$ cat src/rtl/amoa_frame_seq.sv
// amoa_frame_seq
//   Frame sequencer for the 8-operand approximate adder tree. Accepts 8x8-bit
//   operand beats, issues each beat to the tree and accumulates the tree
//   results into a per-frame total. A beat whose issue raised the tree's
//   error-detect is discarded and replayed as four error-free quarter beats
//   (two operands each).
//
// Ports
//   clk, rst         clock; synchronous active-high reset
//   in_valid/ready   operand beat handshake; in_data packs x_i at [8i+7:8i]
//   in_last          beat closes its frame
//   dp_x             operand bus to the tree (same packing as in_data)
//   dp_ed            tree error-detect, combinational from dp_x
//   dp_sum           tree result, valid two cycles after issue
//   out_valid/ready  frame result handshake
//   out_sum          frame total modulo 2^ACC_W
//   out_ovf          accumulator wrapped at least once in the frame
//   out_nrep         replayed beats in the frame, saturating at 255
//   out_err          error-detect seen during a quarter-beat issue
module amoa_frame_seq #(
  parameter int unsigned ACC_W = 16
) (
  input  logic             clk,
  input  logic             rst,
  input  logic             in_valid,
  output logic             in_ready,
  input  logic [63:0]      in_data,
  input  logic             in_last,
  output logic [63:0]      dp_x,
  input  logic             dp_ed,
  input  logic [10:0]      dp_sum,
  output logic             out_valid,
  input  logic             out_ready,
  output logic [ACC_W-1:0] out_sum,
  output logic             out_ovf,
  output logic [7:0]       out_nrep,
  output logic             out_err
);

  typedef enum logic [2:0] {
    S_IDLE,
    S_ISSUE,
    S_R0,
    S_R1,
    S_R2,
    S_R3,
    S_DRAIN,
    S_OUT
  } state_t;

  state_t           r_state;
  state_t           w_state_nxt;

  logic [63:0]      r_beat;
  logic             r_last;

  // Tag pipe: stage 2 lines up with dp_sum of the issue two cycles earlier.
  logic             r_tag1_vld;
  logic             r_tag1_dis;
  logic             r_tag2_vld;
  logic             r_tag2_dis;

  logic [ACC_W-1:0] r_acc;
  logic             r_ovf;
  logic [7:0]       r_nrep;
  logic             r_err;

  logic             w_in_ready;
  logic             w_out_valid;
  logic [63:0]      w_dp_x;
  logic             w_accept;
  logic             w_quarter;
  logic             w_enter_rep;
  logic             w_acc_en;
  logic [ACC_W:0]   w_acc_sum;

  // Next state, handshake and operand bus. dp_ed only steers the next state;
  // the outputs of this block never depend on it.
  always_comb begin
    w_state_nxt = r_state;
    w_in_ready  = 1'b0;
    w_out_valid = 1'b0;
    w_dp_x      = '0;
    w_accept    = 1'b0;
    w_quarter   = 1'b0;
    w_enter_rep = 1'b0;
    case (r_state)
      S_IDLE: begin
        w_state_nxt = S_ISSUE;
      end
      S_ISSUE: begin
        w_in_ready = 1'b1;
        if (in_valid) begin
          w_accept = 1'b1;
          w_dp_x   = in_data;
          if (dp_ed) begin
            w_state_nxt = S_R0;
            w_enter_rep = 1'b1;
          end else if (in_last) begin
            w_state_nxt = S_DRAIN;
          end
        end
      end
      S_R0: begin
        w_quarter   = 1'b1;
        w_dp_x      = r_beat & 64'h0000_0000_0000_FFFF;
        w_state_nxt = S_R1;
      end
      S_R1: begin
        w_quarter   = 1'b1;
        w_dp_x      = r_beat & 64'h0000_0000_FFFF_0000;
        w_state_nxt = S_R2;
      end
      S_R2: begin
        w_quarter   = 1'b1;
        w_dp_x      = r_beat & 64'h0000_FFFF_0000_0000;
        w_state_nxt = S_R3;
      end
      S_R3: begin
        w_quarter   = 1'b1;
        w_dp_x      = r_beat & 64'hFFFF_0000_0000_0000;
        w_state_nxt = r_last ? S_DRAIN : S_ISSUE;
      end
      S_DRAIN: begin
        // Nothing is issued here, so once stage 1 is empty the final result
        // sits in stage 2 and is added on this edge; OUT then shows the total.
        if (!r_tag1_vld) begin
          w_state_nxt = S_OUT;
        end
      end
      S_OUT: begin
        w_out_valid = 1'b1;
        if (out_ready) begin
          w_state_nxt = S_ISSUE;
        end
      end
      default: begin
        w_state_nxt = S_IDLE;
      end
    endcase
  end

  assign w_acc_en  = r_tag2_vld & ~r_tag2_dis;
  assign w_acc_sum = {1'b0, r_acc} + {{(ACC_W - 10){1'b0}}, dp_sum};

  always_ff @(posedge clk) begin
    if (rst) begin
      r_state    <= S_IDLE;
      r_beat     <= '0;
      r_last     <= 1'b0;
      r_tag1_vld <= 1'b0;
      r_tag1_dis <= 1'b0;
      r_tag2_vld <= 1'b0;
      r_tag2_dis <= 1'b0;
      r_acc      <= '0;
      r_ovf      <= 1'b0;
      r_nrep     <= '0;
      r_err      <= 1'b0;
    end else begin
      r_state <= w_state_nxt;

      if (w_accept) begin
        r_beat <= in_data;
        r_last <= in_last;
      end

      r_tag1_vld <= w_accept | w_quarter;
      r_tag1_dis <= w_accept & dp_ed;
      r_tag2_vld <= r_tag1_vld;
      r_tag2_dis <= r_tag1_dis;

      if (w_quarter && dp_ed) begin
        r_err <= 1'b1;
      end

      if (w_enter_rep && (r_nrep != 8'hFF)) begin
        r_nrep <= r_nrep + 8'd1;
      end

      if (w_acc_en) begin
        r_acc <= w_acc_sum[ACC_W-1:0];
        if (w_acc_sum[ACC_W]) begin
          r_ovf <= 1'b1;
        end
      end

      // The tag pipe is empty in OUT, so this clear never races an add.
      if ((r_state == S_OUT) && out_ready) begin
        r_acc  <= '0;
        r_ovf  <= 1'b0;
        r_nrep <= '0;
        r_err  <= 1'b0;
      end
    end
  end

  assign in_ready  = w_in_ready;
  assign out_valid = w_out_valid;
  assign dp_x      = w_dp_x;
  assign out_sum   = r_acc;
  assign out_ovf   = r_ovf;
  assign out_nrep  = r_nrep;
  assign out_err   = r_err;

endmodule

$ cat config.mk
export PLATFORM = sky130hd
export DESIGN_NAME = amoa_frame_seq
export DESIGN_NICKNAME = d
export VERILOG_FILES = /design/src/rtl/amoa_frame_seq.sv
export SDC_FILE = /design/constraint.sdc
export NUM_CORES = 1
export LEC_CHECK = 0
export CORE_MARGIN = 5
export CORE_UTILIZATION = 50
export CTS_BUF_LIST = sky130_fd_sc_hd__clkbuf_8
export CTS_CLUSTER_DIAMETER = 200
export CTS_CLUSTER_SIZE = 16
export DETAILED_ROUTE_END_ITERATION = 10
export HOLD_SLACK_MARGIN = 0.05
export MAX_ROUTING_LAYER = met4
export PLACE_DENSITY = 0.88
export SETUP_SLACK_MARGIN = 0.3
export SLEW_MARGIN = 25
export SYNTH_ARGS = -nofsm -noshare
export SYNTH_HDL_FRONTEND = slang
export SYNTH_SLANG_ARGS = --single-unit
$ cat constraint.sdc
create_clock -name clk -period 6.17 [get_ports clk]
set_input_delay 1.5425 -clock clk [delete_from_list [all_inputs] [get_ports clk]]
set_output_delay 1.5425 -clock clk [all_outputs]
set_load 0.01 [all_outputs]
Word-level counts from Yosys, hierarchy flattened
Cells that the tools add are included.
{"block": "totals", "reg_bits": 98, "output_inout_bits": 92, "elab_cells": 54}
{"block": "classes", "addsub": 2, "n_eq_ne": 12, "mux": 17, "bitwise": 4, "reduce_logical": 8}
{"op": "case mux 64 bit (5 select lines)", "n": 1}
{"op": "two-way mux 64 bit", "n": 1}
{"op": "case mux 3 bit (8 select lines)", "n": 1}
{"op": "two-way mux 3 bit", "n": 6}
{"op": "adder 16 x 11 -> 17 bit", "n": 1}
{"op": "== test 3 bit, second input constant", "n": 4}
{"op": "adder 8 x 1 -> 8 bit, second input constant", "n": 1}
{"op": "two-way mux 1 bit", "n": 8}
{"op": "!= test 8 bit, second input constant", "n": 1}
{"op": "== test 3 x 2 -> 1 bit, second input constant", "n": 2}
{"op": "!= test 2 bit, second input constant", "n": 3}
{"op": "AND reduction 4 bit", "n": 1}
{"op": "OR reduction 4 bit", "n": 1}
{"op": "== test 3 x 1 -> 1 bit, second input constant", "n": 1}
{"op": "logical AND 1 bit", "n": 3}
{"op": "zero test 3 bit", "n": 1}
{"op": "!= test 3 bit, second input constant", "n": 1}
{"op": "bitwise AND 1 bit", "n": 2}
{"op": "AND reduction 2 bit", "n": 1}
{"op": "OR reduction 2 bit", "n": 1}
{"op": "inverter 1 bit", "n": 1}
{"op": "OR 1 bit", "n": 1}

Depth between registers and ports, before layout
Gate-level depths: netlist (run 1).
{"block": "logic_depth", "depth_word": 4, "ltp_mapped": 7, "ltp_nobuf": 7}

Worst setup path before layout (run 1)
OpenSTA, ideal clock, no wires.
{"block": "synth_timing", "kind": "input -> output", "from": "input in_valid", "to": "output dp_x[10]", "arrival_time_ns": 2.358, "t_required_ns": 4.628, "setup_slack_ns": 2.269, "cell_stages": 5, "path_buffers": 2, "cell_sequence": "and4bb_2 buf_2 buf_2 nand2_1 nand2_1"}
{"block": "synth_via", "elab_chain_len": 2}
{"item": "start, declared", "line": "25", "source": "input logic in_valid,"}
{"item": "two-way mux 64 bit", "line": "93", "source": "if (in_valid) begin"}
{"item": "case mux 64 bit (5 select lines)", "line": "87", "source": "case (r_state)"}
{"item": "end, declared", "line": "29", "source": "output logic [63:0] dp_x,"}
No other way between the ends.

Worst setup path in the final report (run 1)
{"block": "layout_timing", "from": "input in_valid", "to": "output dp_x[37]"}
The elaborated chain is that of the path after synthesis.

==> impl_metrics.ini, run 1 <==
[outcome]
outcome = completed

[pwr]
switching_share_pct = 27.8
p_comb_share_pct = 20.4
clockPowerShare_pct = 32.3
ir_worst_vdd_v = 0.000147
seqPwrFrac_pct = 47.2
power_density_mw_per_mm2 = 222
p_int_w = 0.00106
p_leak_nw = 2.68
power.switching_w = 0.000409
finalPower_w = 0.00147

[cts]
cts-root-buf = clkbuf_8
htreeDepth = 3
clk_latency_ns = 0.36
cts.sinks = 98
ctsResizeCount = 0
cts_tree = yes
post_cts_buffers = 0
clkTransAtPathRegs_ns = 0.10
clock_path_buffers = 2
hold_buffers = 0
cts_buffers = 9

[synthesis]
synth_top_flop_cell = dfxtp_1
yosysMostFrequentCell = nand2_1
synth_edf_count = 0
postSynthAreaPerCell_um2 = 7.19
synth_top_cell_area_share_pct = 41.9
synth_async_sr_flop_share_pct = 0
synth_cells = 651
syn_area_mm2 = 0.00468
ys_ff_latch = 98
yosysWarnings = 0
yosys.area.top_type = dfxtp_1
synth_cell_types = 53
synthesis.nets = 745
ys_seq_area_share_pct = 41.9
synth_common_cells = 288 x nand2_1, 98 x dfxtp_1, 88 x a21oi_1
synth.area.top_cells = dfxtp_1 42%, nand2_1 23%, a21oi_1 9.4%

[critical_path]
cp-start-kind = primary input
regToRegEndpoint = out_sum[9]$_SDFFE_PP0P_
cp_slowest_stage_delay_ns = 0.55
path_cells = clkdlybuf4s50_1 > and4bb_2 > buf_4 > nand2_1 > nand2_1 > clkdlybuf4s50_1
critPathSlowestCell = clkdlybuf4s50_1
crit_type = in2out
reg2reg_depth = 5
regToRegSetupSlack_ns = 3.78
timing.rr.start = r_state[1]$_SDFFE_PP0P_
worst_ep_required_time_ns = 4.63
path_max_fanout = 37
end_kind = primary output
critPathArrivalTime_ns = 3.53

[global_route]
grt_max_degree = 66
grt_usage_pct = 24.2
grt_first_pass_wirelength_mm = 22.2
antenna_found_initial = 0
grt_pass1_vias = 4883
globalRoute.totalOverflow = 0

[floorplanning]
die_h_um = 107
die_w_um = 107
fp-row-count = 35
core_mm2 = 0.00920
dieArea_mm2 = 0.0114
top_level_ports = 173
start_util_pct = 50.9

[job]
maxCapViolCount = 0

[place]
dp_slack_ns = 1.11
placed_area_mm2 = 0.00641
io_buffers = 172
dp_hpwl_mm = 9.81
place_congestion = 0.911

[min_path]
whs_path_depth = 1
whs_endpoint = r_tag2_dis$_SDFF_PP0_
worstHoldPathType = reg2reg
hp-start = r_tag1_dis$_SDFF_PP0_

[routing]
routed_wl_mm = 13.4
drt_iter0_drc = 225
vias_per_cell = 5.29
dr.pass1.iters = 5
wl_met2_mm = 6.74
drc = 0
top_layer_used = met4
routedWlPerCell_um = 14.6
route.met3.wl_mm = 1.01
vias = 4856
wl_met1_mm = 5.51
ant_nets = 0

[sta]
slew_headroom_pct = 32.0
hold_violations = 0
worstMarginPinSlew_ns = 1.02
finalSetupTns_ns = 0
slew_viol_final = 0
setup_violations = 0
timing.fmax_mhz = 197
min_period_ns = 5.07
finalCritPeriodShare_pct = 82.1
skew_ns = 0.0142
grt_setup_unrepaired = false
worst_slack_ns = 1.10

[cells_and_area]
stdcell_area_mm2 = 0.00665
drive_gt1_share_pct = 4.09
syn_to_final_growth_pct = 42.0
antennaDiodeCount = 0
fin_util_pct = 72.3
final_nets = 896
==> registers in the layout, summed over array words and instances (netlist names) <==
name / flops
r_tag1_dis: 1
r_tag2_dis: 1
out_err: 1
out_ovf: 1
out_nrep: 8
r_beat: 64
r_last: 1
r_tag1_vld: 1
r_tag2_vld: 1
out_sum: 16
r_state: 3
==> worst max-delay path: cells and delay by family <==
kind	cells	cell delay, ns
buffers and inverters	3	1.46
AND/OR/NAND/NOR	3	0.50
==> metrics by stage <==
stage               hold WS [ns]  instances
finish                     0.450        918
global route               0.455        918
CTS                        0.448        918
detailed placement         0.426        902
global placement           0.422        902
floorplan                  0.414        651
==> power by group through the flow <==
stage	Sequential [W]	Combinational (W)	Clock, W
final	0.000696	0.000301	0.000476
after global routing	0.000702	0.000329	0.000516
after CTS	0.000696	0.000303	0.000489
after detailed placement	0.000710	0.000301	0
after global placement	0.000707	0.000295	0
after floorplan	0.000702	0.000158	0
==> how the worst max path moves through the flow <==
stage / startpoint / to / slack (ns) / cells past startpoint
2_1_floorplan: in_valid / dp_x[10] / 2.27 / 5
3_3_place_gp: in_valid / dp_x[16] / 1.15 / 6
3_5_place_dp: in_valid / dp_x[33] / 1.11 / 6
4_1_cts: in_valid / dp_x[33] / 1.10 / 6
5_1_grt: in_valid / dp_x[37] / 0.99 / 6
6_report: in_valid / dp_x[37] / 1.10 / 6
==> per-layer routing <==
metal	GRT usage, %	vias to the layer above
met5	-	-
met4	5.94	0
met3	6.68	17
met2	42.5	170
met1	27.4	2206
li1	-	2463
==> layout by cell type, fill, tap and decap left out, types with 6 or more instances in the layout <==
cell	instances
a211oi_1	6
a21oi_1	88
clkbuf_8	10
clkdlybuf4s50_1	171
dfxtp_1	98
ha_1	12
inv_1	6
nand2_1	287
nand3_1	7
nor2_1	16
nor3_1	6
o21ai_0	12
xnor2_1	9
==> final cells by class <==
class	count	area, µm²
Fill cell	716	2550
Tap cell	111	139
Clock buffer	10	138
Clock inverter	6	96.3
Sequential cell	98	1960
Timing Repair Buffer	177	1750
Multi-Input combinational cell	510	2540
Inverter	6	22.5
==> kinds of logic after synthesis <==
kind of cell / count (synthesis) / synth area share (%)
fa+ha+maj: 13 / 3.64
xor+xnor: 12 / 2.25
mux: 3 / 0.642
flops: 98 / 41.9
simple gates: 349 / 30.7
buf+inv: 43 / 4.01
compound gates: 133 / 16.9
Note: power is estimated with default switching activity, not from simulation.
==> inputs of run 2 (changes only) <==
--- a/config.mk
+++ b/config.mk
@@ -6,14 +6,14 @@
 export NUM_CORES = 1
 export LEC_CHECK = 0
 export CORE_MARGIN = 5
-export CORE_UTILIZATION = 50
+export CORE_UTILIZATION = 46
 export CTS_BUF_LIST = sky130_fd_sc_hd__clkbuf_8
 export CTS_CLUSTER_DIAMETER = 200
 export CTS_CLUSTER_SIZE = 16
 export DETAILED_ROUTE_END_ITERATION = 10
 export HOLD_SLACK_MARGIN = 0.05
 export MAX_ROUTING_LAYER = met4
-export PLACE_DENSITY = 0.88
+export PLACE_DENSITY = 0.82
 export SETUP_SLACK_MARGIN = 0.3
 export SLEW_MARGIN = 25
 export SYNTH_ARGS = -nofsm -noshare
==> constraint.sdc (replaced) <==
create_clock -name clk -period 5 [get_ports clk]
set_input_delay 1.25 -clock clk [delete_from_list [all_inputs] [get_ports clk]]
set_output_delay 1.25 -clock clk [all_outputs]
set_load 0.01 [all_outputs]
==> run 2 against run 1 <==
Net effect:
- sequential share of layout area up 0.12 points
- clock skew down 0.0084 ns
- non-clock buffer count down 1
- critical path depth unchanged
- combinational power up 24%
- flip-flop and latch count unchanged
- critical endpoint is now dp_x[28]
==> impl_metrics.ini, run 2 (same netlist as run 1, synthesis figures left out) <==
[cells_and_area]
mostFrequentLayoutCells = 287 x nand2_1, 171 x clkdlybuf4s50_1, 98 x dfxtp_1
num-fill-cells = 824
layout_commonest_cell = nand2_1
antennaDiodeCount = 0
final_nets = 895
max_flop_register = r_beat
largest_reg_flops = 64
syn_to_final_growth_pct = 41.4
final_cells = 939
drive_gt1_share_pct = 3.85

[cts]
clkTransAtPathRegs_ns = 0.09
clock_path_buffers = 2
post_cts_buffers = 0
hold_buffers = 0
htreeDepth = 3
clk_latency_ns = 0.36
ctsResizeCount = 0
cts_tree = yes
cts_buffers = 9
cts.sinks = 98
cts-root-buf = clkbuf_8

[sta]
worstMarginPinSlew_ns = 0.729
finalSetupTns_ns = 0
slew_headroom_pct = 50.8
grt_setup_unrepaired = false
slew_viol_final = 0
finalCritPeriodShare_pct = 89.5
min_period_ns = 4.48
worst_slack_ns = 0.525
hold_violations = 0
setup_violations = 0
timing.fmax_mhz = 223
skew_ns = 0.00578

[floorplanning]
start_util_pct = 47.5
dieArea_mm2 = 0.0123
core_mm2 = 0.00986
die_w_um = 111
top_level_ports = 173
fp-row-count = 36
die_h_um = 111

[critical_path]
critPathArrivalTime_ns = 3.23
path_delay_family = buffers and inverters
critPathSlowestCell = clkdlybuf4s50_1
path_buf_inv = 3
path_max_fanout = 37
cp_slowest_stage_delay_ns = 0.56
path_cells = clkdlybuf4s50_1 > and4bb_2 > buf_4 > nand2_1 > nand2_1 > clkdlybuf4s50_1
worst_ep_required_time_ns = 3.75
end_kind = primary output
crit_type = in2out
cp-start-kind = primary input

[pwr]
ir_worst_vdd_v = 0.000177
power_density_mw_per_mm2 = 256
p_leak_nw = 2.66
finalPower_w = 0.00170

[global_route]
grt_max_degree = 66
antenna_found_initial = 0
grt_first_pass_wirelength_mm = 22.8
grt_usage_pct = 22.8
grt_pass1_vias = 4897
globalRoute.totalOverflow = 0

[place]
place_congestion = 0.918
dp.cells = 923
io_buffers = 172
dp_hpwl_mm = 10.0
dp_slack_ns = 0.521

[routing]
vias_per_cell = 5.21
ant_nets = 0
drt_iter0_drc = 321
vias = 4896
routedWlPerCell_um = 14.7
dr.pass1.iters = 5
drc = 0
routed_wl_mm = 13.8

[outcome]
outcome = completed

[job]
maxCapViolCount = 0

[min_path]
worstHoldPathType = reg2reg
-- run 2: layout make-up --
cell class / count / area, µm² / area share [%]
Multi-Input combinational cell: 510 / 2550 / 38.5
Timing Repair Buffer: 176 / 1750 / 26.4
Inverter: 6 / 22.5 / 0.340
Clock buffer: 10 / 138 / 2.08
Clock inverter: 6 / 35.0 / 0.529
Tap cell: 133 / 166 / 2.51
Sequential cell: 98 / 1960 / 29.6
-- run 2: where the power goes --
group | leakage, nW | internal (W) | total (W) | switching (W)
combinational | 1.77 | 0.000188 | 0.000373 | 0.000185
clock | 0.0986 | 0.000191 | 0.000464 | 0.000273
sequential | 0.797 | 0.000824 | 0.000859 | 0.0000357
total | 2.66 | 0.00120 | 0.00170 | 0.000494
-- run 2: per-layer routing --
metal / track usage (%) / up-vias / wire length (µm)
met5: - / - / 0
met2: 37.1 / 176 / 6660
met3: 5.19 / 42 / 950
met1: 26.5 / 2218 / 5660
met4: 11.6 / 0 / 520
li1: - / 2460 / -
-- run 2: final timing paths --
check / start / endpoint / slack, ns / depth (start not counted)
hold / removal: r_tag1_dis$_SDFF_PP0_ / r_tag2_dis$_SDFF_PP0_ / 0.45 / 1
hold reg to reg: r_tag1_dis$_SDFF_PP0_ / r_tag2_dis$_SDFF_PP0_ / 0.45 / 1
setup reg to reg: out_sum[0]$_SDFFE_PP0P_ / out_ovf$_SDFFE_PP0P_ / 2.85 / 7
setup / recovery: in_valid / dp_x[28] / 0.52 / 6
-- run 2: worst reg2reg max path: cells and delay by family (launching register included) --
family,cells,cell delay [ns]
DFF,1,0.33
and+or+nand+nor,1,0.20
adders and majority gates,2,0.63
AOI/OAI and AO/OA,4,0.89
-- run 2: metrics by stage --
step | util (%) | hold WS (ns) | cell area (µm²)
floorplan | - | 0.414 | 4680
global placement | 65.2 | 0.423 | 6430
detailed placement | 65.2 | 0.441 | 6440
global route | 67.1 | 0.472 | 6620
finish | 67.1 | 0.452 | 6620
CTS | 67.0 | 0.460 | 6610
==> inputs of run 3 (changes only) <==
==> constraint.sdc (replaced) <==
create_clock -name clk -period 5 [get_ports clk]
set_input_delay 1 -clock clk [delete_from_list [all_inputs] [get_ports clk]]
set_output_delay 1 -clock clk [all_outputs]
set_load 0.01 [all_outputs]
==> run 3 against run 2 <==
Net effect:
- cell area rose by 0.38%
- total power rose by 2.8%
- via count fell by 0.12%
- first-iteration DRC count fell by 19%
- critical path type unchanged
- largest cell class unchanged
- largest power group unchanged
==> impl_metrics.ini, run 3 (same netlist as run 1, synthesis figures left out) <==
[outcome]
outcome = completed

[critical_path]
critPathArrivalTime_ns = 2.96
critPathSlowestCell = clkdlybuf4s50_1
end_kind = primary output
path_cells = clkdlybuf4s50_1 > and4bb_2 > buf_4 > nand2_1 > nand2_1 > clkdlybuf4s50_1
cp-start-kind = primary input
crit_type = in2out
cp_slowest_stage_delay_ns = 0.56
path_delay_family = buffers and inverters
path_buf_inv = 3
worst_ep_required_time_ns = 4.00
path_max_fanout = 37

[global_route]
grt_usage_pct = 22.4
grt_pass1_vias = 4776
globalRoute.totalOverflow = 0
antenna_found_initial = 0
grt_first_pass_wirelength_mm = 22.5
grt_max_degree = 75

[sta]
finalSetupTns_ns = 0
grt_setup_unrepaired = false
worstMarginPinSlew_ns = 0.810
skew_ns = 0.00464
hold_violations = 0
hold_slack_ns = 0.459
slew_headroom_pct = 46.0
timing.fmax_mhz = 253
setup_violations = 0
slew_viol_final = 0
min_period_ns = 3.96
finalCritPeriodShare_pct = 79.2

[routing]
ant_nets = 0
routed_wl_mm = 13.5
routedWlPerCell_um = 14.4
vias = 4890
dr.pass1.iters = 5
vias_per_cell = 5.21
drc = 0
drt_iter0_drc = 260

[cts]
clk_latency_ns = 0.36
cts-root-buf = clkbuf_8
post_cts_buffers = 0
clkTransAtPathRegs_ns = 0.09
hold_buffers = 0
ctsResizeCount = 0
cts.sinks = 98
htreeDepth = 3
clock_path_buffers = 2
cts_buffers = 9
cts_tree = yes

[floorplanning]
top_level_ports = 173
die_h_um = 111
die_w_um = 111
fp-row-count = 36
dieArea_mm2 = 0.0123
start_util_pct = 47.5
core_mm2 = 0.00986

[cells_and_area]
mostFrequentLayoutCells = 287 x nand2_1, 171 x clkdlybuf4s50_1, 98 x dfxtp_1
drive_gt1_share_pct = 3.72
final_cells = 939
layout_commonest_cell = nand2_1
antennaDiodeCount = 0
final_nets = 895
ff_latch_area_mm2 = 0.00196
multi_input_area_mm2 = 0.00255
largest_reg_flops = 64
num-fill-cells = 843
syn_to_final_growth_pct = 42.0
max_flop_register = r_beat

[pwr]
power_density_mw_per_mm2 = 263
ir_worst_vdd_v = 0.000173
p_leak_nw = 2.68

[min_path]
worstHoldPathType = reg2reg

[job]
maxCapViolCount = 0

[place]
dp.cells = 923
dp_hpwl_mm = 9.78
io_buffers = 172
place_congestion = 0.918
==> run 3: changes by cell type in the layout (fill, tap and decap cells not counted) <==
| cell | delta |
|---|---|
| clkbuf_8 | +1 |
| clkinv_4 | -2 |
| inv_1 | +1 |
| clkinv_2 | -1 |
| bufinv_16 | +1 |
==> run 3: worst paths after layout <==
check | startpoint | cells past startpoint | slack, ns | endpoint
hold reg to reg | r_beat[19]$_SDFFE_PP0P_ | 2 | 0.46 | r_beat[19]$_SDFFE_PP0P_
setup / recovery | in_valid | 6 | 1.04 | dp_x[29]
hold / removal | r_beat[19]$_SDFFE_PP0P_ | 2 | 0.46 | r_beat[19]$_SDFFE_PP0P_
setup reg to reg | r_state[0]$_SDFFE_PP0P_ | 5 | 2.86 | r_beat[6]$_SDFFE_PP0P_
==> run 3: final cells by class <==
cell class / count / share of cell area [%]
multi-input cells: 510 / 38.4
well taps: 133 / 2.50
clock inverters: 5 / 0.697
flip-flops and latches: 98 / 29.5
inverters: 6 / 0.339
clock buffers: 11 / 2.28
repair buffers: 176 / 26.3
==> run 3: metal layers <==
layer  part of all wire [%]  vias up  global-route usage [%]
met5                      0        -                       -
met4                    2.2        0                    8.54
met3                    7.0       21                    5.90
met2                     49      178                    37.5
met1                     41     2233                    25.7
li1                       -     2458                       -
==> run 3: tightest hold or removal path: stages (launching register included) <==
cell and delay [ns]:
dfxtp_1 0.32, nand2_1 0.05, a21oi_1 0.05
==> run 3: where the power goes <==
part	internal, W	leakage, nW	switching, W
Combinational	0.000188	1.77	0.000184
Sequential	0.000824	0.797	0.0000356
Clock	0.000253	0.113	0.000260
==> run 3: metrics by stage <==
stage / power (W) / util, % / instance area [µm²] / worst slack [ns]
global route: 0.00184 / 67.4 / 6650 / 0.936
global placement: 0.00124 / 65.2 / 6430 / 1.12
CTS: 0.00176 / 67.3 / 6630 / 1.03
finish: 0.00174 / 67.4 / 6650 / 1.04
detailed placement: 0.00125 / 65.2 / 6440 / 1.03
floorplan: 0.00106 / - / 4680 / 2.18
